### config.mk
export PLATFORM = sky130hd
export DESIGN_NAME = closest_hit_reduce
export DESIGN_NICKNAME = d
export VERILOG_FILES = /design/src/rtl/closest_hit_reduce_pkg.sv /design/src/rtl/closest_hit_reduce_fifo.sv /design/src/rtl/closest_hit_reduce.sv
export SDC_FILE = /design/constraint.sdc
export NUM_CORES = 1
export LEC_CHECK = 0
export BUFFER_PORTS_ARGS = -buffer_cell sky130_fd_sc_hd__buf_2
export CAP_MARGIN = 10
export CORE_UTILIZATION = 40
export CTS_CLUSTER_SIZE = 10
export DETAILED_ROUTE_END_ITERATION = 12
export SYNTH_ARGS = -nofsm -noshare
export SYNTH_HDL_FRONTEND = slang
export SYNTH_SLANG_ARGS = --single-unit
### constraint.sdc
create_clock -name i_clk -period 2.7 [get_ports i_clk]
set_input_delay 0.54 -clock i_clk [delete_from_list [all_inputs] [get_ports i_clk]]
set_output_delay 0.54 -clock i_clk [all_outputs]
set_load 0.005 [all_outputs]
### src/rtl/closest_hit_reduce_pkg.sv
// closest_hit_reduce_pkg: shared types and constants for the closest-hit reducer.
// Define CLOSEST_HIT_STATS_EN to carry a per-ray triangle count in each record.
package closest_hit_reduce_pkg;

    localparam int TRI_IDX_W_D = 16;
    localparam int RAY_ID_W_D  = 8;

    localparam logic signed [31:0] FIP_MAX = 32'sh7fffffff;

    typedef enum logic {IDLE, ACCUM} state_t;

    typedef struct packed {
        logic [RAY_ID_W_D-1:0]  ray_id;
        logic                   hit;
        logic signed [31:0]     t;
        logic [TRI_IDX_W_D-1:0] tri_idx;
`ifdef CLOSEST_HIT_STATS_EN
        logic [TRI_IDX_W_D:0]   tri_count;
`endif
    } hit_rec_t;

endpackage

### src/rtl/closest_hit_reduce_fifo.sv
// hit_rec_fifo: synchronous FIFO of hit records; head is read straight from the register array.
module hit_rec_fifo
    import closest_hit_reduce_pkg::*;
#(
    parameter int DEPTH = 2
) (
    input  logic     clk,
    input  logic     rst_n,
    input  logic     push,
    input  hit_rec_t din,
    input  logic     pop,
    output hit_rec_t head,
    output logic     full,
    output logic     empty
);

    localparam int AW = $clog2(DEPTH);

    hit_rec_t        mem [DEPTH];
    logic [AW-1:0]   wr;
    logic [AW-1:0]   rd;
    logic [AW:0]     cnt;
    logic            do_push;
    logic            do_pop;

    assign full    = cnt == (AW+1)'(DEPTH);
    assign empty   = cnt == '0;
    // A pop frees the head slot in the same cycle, so a full FIFO can still take a push
    assign do_push = push & (!full | pop);
    assign do_pop  = pop & !empty;
    assign head    = mem[rd];

    always_ff @(posedge clk or negedge rst_n) begin
        if (!rst_n) begin
            for (int i = 0; i < DEPTH; i++) mem[i] <= '0;
            wr  <= '0;
            rd  <= '0;
            cnt <= '0;
        end else begin
            if (do_push) begin
                mem[wr] <= din;
                wr      <= wr + 1'b1;
            end
            if (do_pop) rd <= rd + 1'b1;
            cnt <= cnt + (AW+1)'(do_push) - (AW+1)'(do_pop);
        end
    end

endmodule

### src/rtl/closest_hit_reduce.sv
// closest_hit_reduce: folds per-triangle intersection results into one closest-hit record per ray.
// Define CLOSEST_HIT_STATS_EN to report the per-ray triangle count on o_tri_count.
module closest_hit_reduce
    import closest_hit_reduce_pkg::*;
#(
    parameter int TRI_IDX_W = TRI_IDX_W_D,
    parameter int RAY_ID_W  = RAY_ID_W_D,
    parameter int OUT_DEPTH = 2
) (
    input  logic                 i_clk,
    input  logic                 i_rstn,
    input  logic                 i_valid,
    input  logic                 i_result,
    input  logic signed [31:0]   i_t,
    input  logic [TRI_IDX_W-1:0] i_tri_idx,
    input  logic [RAY_ID_W-1:0]  i_ray_id,
    input  logic                 i_last,
    output logic                 o_valid,
    input  logic                 i_ready,
    output logic [RAY_ID_W-1:0]  o_ray_id,
    output logic                 o_hit,
    output logic signed [31:0]   o_t,
    output logic [TRI_IDX_W-1:0] o_tri_idx,
    output logic [TRI_IDX_W:0]   o_tri_count,
    output logic                 o_overflow
);

    state_t               state;
    state_t               state_nxt;
    logic [RAY_ID_W-1:0]  ray_q;
    logic                 best_hit;
    logic signed [31:0]   best_t;
    logic [TRI_IDX_W-1:0] best_idx;
    logic                 first;
    logic                 better;
    logic [RAY_ID_W-1:0]  nxt_ray;
    logic                 nxt_hit;
    logic signed [31:0]   nxt_t;
    logic [TRI_IDX_W-1:0] nxt_idx;
    hit_rec_t             rec;
    hit_rec_t             head;
    logic                 push;
    logic                 pop;
    logic                 full;
    logic                 empty;

    // The merge always includes the current beat; a first beat merges against an empty best
    always_comb begin
        first     = state == IDLE;
        better    = i_result & (first | !best_hit | (i_t < best_t));
        nxt_ray   = first ? i_ray_id : ray_q;
        nxt_hit   = better | (!first & best_hit);
        nxt_t     = better ? i_t : (first ? FIP_MAX : best_t);
        nxt_idx   = better ? i_tri_idx : (first ? '0 : best_idx);
        state_nxt = state;
        if (i_valid) state_nxt = i_last ? IDLE : ACCUM;
    end

    always_ff @(posedge i_clk or negedge i_rstn) begin
        if (!i_rstn) state <= IDLE;
        else state <= state_nxt;
    end

    always_ff @(posedge i_clk or negedge i_rstn) begin
        if (!i_rstn) begin
            ray_q    <= '0;
            best_hit <= 1'b0;
            best_t   <= FIP_MAX;
            best_idx <= '0;
        end else if (i_valid) begin
            ray_q    <= nxt_ray;
            best_hit <= nxt_hit;
            best_t   <= nxt_t;
            best_idx <= nxt_idx;
        end
    end

`ifdef CLOSEST_HIT_STATS_EN
    logic [TRI_IDX_W:0] cnt;
    logic [TRI_IDX_W:0] nxt_cnt;

    assign nxt_cnt = first ? (TRI_IDX_W+1)'(1) : (&cnt ? cnt : cnt + 1'b1);

    always_ff @(posedge i_clk or negedge i_rstn) begin
        if (!i_rstn) cnt <= '0;
        else if (i_valid) cnt <= nxt_cnt;
    end

    assign rec.tri_count = (TRI_IDX_W_D+1)'(nxt_cnt);
    assign o_tri_count   = (TRI_IDX_W+1)'(head.tri_count);
`else
    assign o_tri_count = '0;
`endif

    assign rec.ray_id  = RAY_ID_W_D'(nxt_ray);
    assign rec.hit     = nxt_hit;
    assign rec.t       = nxt_t;
    assign rec.tri_idx = TRI_IDX_W_D'(nxt_idx);

    assign push = i_valid & i_last;
    assign pop  = o_valid & i_ready;

    hit_rec_fifo #(.DEPTH(OUT_DEPTH)) u_fifo (
        .clk   (i_clk),
        .rst_n (i_rstn),
        .push  (push),
        .din   (rec),
        .pop   (pop),
        .head  (head),
        .full  (full),
        .empty (empty)
    );

    assign o_valid   = !empty;
    assign o_ray_id  = RAY_ID_W'(head.ray_id);
    assign o_hit     = head.hit;
    assign o_t       = head.t;
    assign o_tri_idx = TRI_IDX_W'(head.tri_idx);

    always_ff @(posedge i_clk or negedge i_rstn) begin
        if (!i_rstn) o_overflow <= 1'b0;
        else if (push & full & !pop) o_overflow <= 1'b1;
    end

endmodule

==> results.yml <==
layout:
  stdcell_count: 1266
  nets: 1072
  fin_area_mm2: 0.0110
  final_common_cell: "dfrtp_1"
  layout-drive-gt1-share: 0.383
  syn2layout_area_growth_pct: 26.0
  utilization: 0.518
  final_cell_mix: "145 x dfrtp_1, 119 x buf_2, 108 x nand2_1, 65 x mux2_2, 49 x o31ai_1"
cts:
  max-clock-path-buffers: 2
  cts.clk_slew.worst_paths_ns: 0.07
  clock-sinks: 177
  cts_buffers: 17
  cts_tree: "yes"
  root_buffer: "clkbuf_16"
  htree_levels: 4
  holdBufCountCts: 0
  clkLatencyLatePin_ns: 0.43
placed_design:
  post-place-ws_ns: -0.231
  placed_area_mm2: 0.00978
  io_buffer_count: 120
  placed_cells: 1217
  globalplace.congestion: 0.801
  dp_hpwl_um: 14100
routing:
  wl_per_cell_um: 17.5
  num_vias: 6827
  drc_errors: 0
  wl_met1_um: 10200
  routed_wl_um: 22200
  ant_nets: 0
  viasPerCell: 5.39
  dr_wl_met3_um: 1210
  top_layer_used: "met5"
  drt_iter0_drc: 418
  routed-wl-met2_um: 10500
  drt-pass1-iter-count: 7
power:
  ir_drop_v: 0.000518
  cellLeakagePower_nw: 5.03
  powerDensity_mw_per_mm2: 1000
  p_total_mw: 11.0
floorplanning:
  rows: 53
  core-area_mm2: 0.0212
  dieArea_mm2: 0.0223
  io_pins: 138
  die_h_um: 149
  initial_core_util: 0.411
  die_w_um: 149
timing:
  hold_violations: 0
  setup_slack_ns: 0.0104
  fmax_mhz: 372
  relSlewSlack: 0.528
  tightest_slew_ns: 0.708
  slew_viol_final: 0
  hold_ws_ns: 0.0713
  rsz0062_at_grt: "true"
  clock_skew_ns: 0.0101
  post-route-min-period_ns: 2.69
  setup_viol: 0
  period_share: 0.996
  fin_tns_setup_ns: 0
grt:
  grt_pass1_vias: 6528
  grt_pass1_wl_um: 34200
  antenna_found_initial: 2
  grt_overflow_total: 0
  grt_max_degree: 69
  globalRouteTotalUtil: 0.199
yosys:
  yosysSeqAreaShare: 0.514
  synth_edf_count: 0
  ys.flop_type: "dfrtp_1"
  ys_ff_latch: 177
  avgSynthCellArea_um2: 10.3
  synthArstFlopShare: 1.00
  yosys_warnings: 0
  synth.cell_area_mm2: 0.00869
  synth.distinct_cells: 46
  syn_inst: 845
worst_setup_path:
  criticalPathCategory: "reg -> reg"
  start_kind: "flop"
  end_kind: "flop"
  critPathMaxFanout: 6
  arrival_ns: 3.01
  cp.required_ns: 3.02
outcome:
  status: "completed"
job:
  cap_violations: 0
hold_path:
  hold_class: "in -> async"
synth_stat cells (9+ instances only):
library cell	n	area (um2)
a21oi_1	44	220
a22oi_1	31	233
a31oi_1	35	219
a32o_1	16	160
buf_2	15	75.1
buf_4	17	128
clkbuf_1	34	128
dfrtp_1	146	3650
dfstp_2	31	815
ha_1	33	413
inv_1	35	131
mux2_2	65	732
mux2i_1	9	90.1
nand2_1	112	420
nor2_1	69	259
o21ai_0	43	215
o31ai_1	62	465
area by class of cell:
| class | count | area, um2 |
|---|---|---|
| Multi-Input combinational cell | 576 | 4190 |
| Clock inverter | 14 | 104 |
| Fill cell | 1922 | 10200 |
| Sequential cell | 177 | 4470 |
| Inverter | 35 | 131 |
| Antenna cell | 1 | 2.50 |
| Tap cell | 275 | 344 |
| Timing Repair Buffer | 170 | 1280 |
| Clock buffer | 18 | 429 |
worst max-delay path, cell delays in order (launching register included):
cell,delay [ns]
dfstp_2,0.55
inv_1,0.08
ha_4,0.28
nand4_1,0.14
buf_4,0.18
nor2_1,0.12
a22oi_2,0.08
nand4b_1,0.18
buf_4,0.14
o21a_4,0.15
nand3_4,0.22
clkbuf_16,0.27
a32o_1,0.20
path summary, 6_finish.rpt:
| path | startpoint | end | slack, ns | cells past startpoint |
|---|---|---|---|---|
| max reg2reg | best_t[30] | best_idx[6] | 0.01 | 12 |
| max in group asynchronous | i_rstn | best_t[2] | 1.92 | 2 |
| max | best_t[30] | best_idx[6] | 0.01 | 12 |
| min reg2reg | u_fifo.mem[33] | u_fifo.mem[33] | 0.47 | 2 |
| min in group i_clk | i_last | state | 0.35 | 2 |
| min | i_rstn | u_fifo.mem[92] | 0.07 | 1 |
cell families (layout without fill, tap and decap cells):
group                    after synthesis  count (layout)  share of synthesized area
other                                  1              18                   0.000431
buffers and inverters                108             237                     0.0563
AND/OR/NAND/NOR                      203             203                     0.0948
multiplexers                          74              74                     0.0945
flip-flops                           177             177                      0.514
XOR/XNOR                               3               3                    0.00302
AO/OA/AOI/OAI                        246             246                      0.190
adder cells (fa/ha/maj)               33              33                     0.0475
where the power goes:
part | internal, mW | switching (mW)
Clock | 1.19 | 1.11
Combinational | 2.19 | 2.08
Sequential | 3.78 | 0.598
Total | 7.16 | 3.79
timing repair:
| item | in CTS | in global routing |
|---|---|---|
| pin swaps | 5 | 42 |
| resized for setup | 4 | 90 |
| setup endpoints to repair | 114 | 144 |
| gates cloned | 0 | 7 |
| buffers inserted | 3 | 6 |
per-layer routing:
| layer | global-route usage | vias up |
|---|---|---|
| li1 | - | 3268 |
| met1 | 0.274 | 3337 |
| met2 | 0.314 | 196 |
| met3 | 0.0396 | 24 |
| met4 | 0.0633 | 2 |
| met5 | 0 | - |
flip-flops by register name (all words and copies together), names as in the netlist, 2 cells and up:
name,cells
best_idx,16
best_t,32
ray_q,8
u_fifo.cnt,2
u_fifo.mem,114
Note: power is estimated with default switching activity, not from simulation.
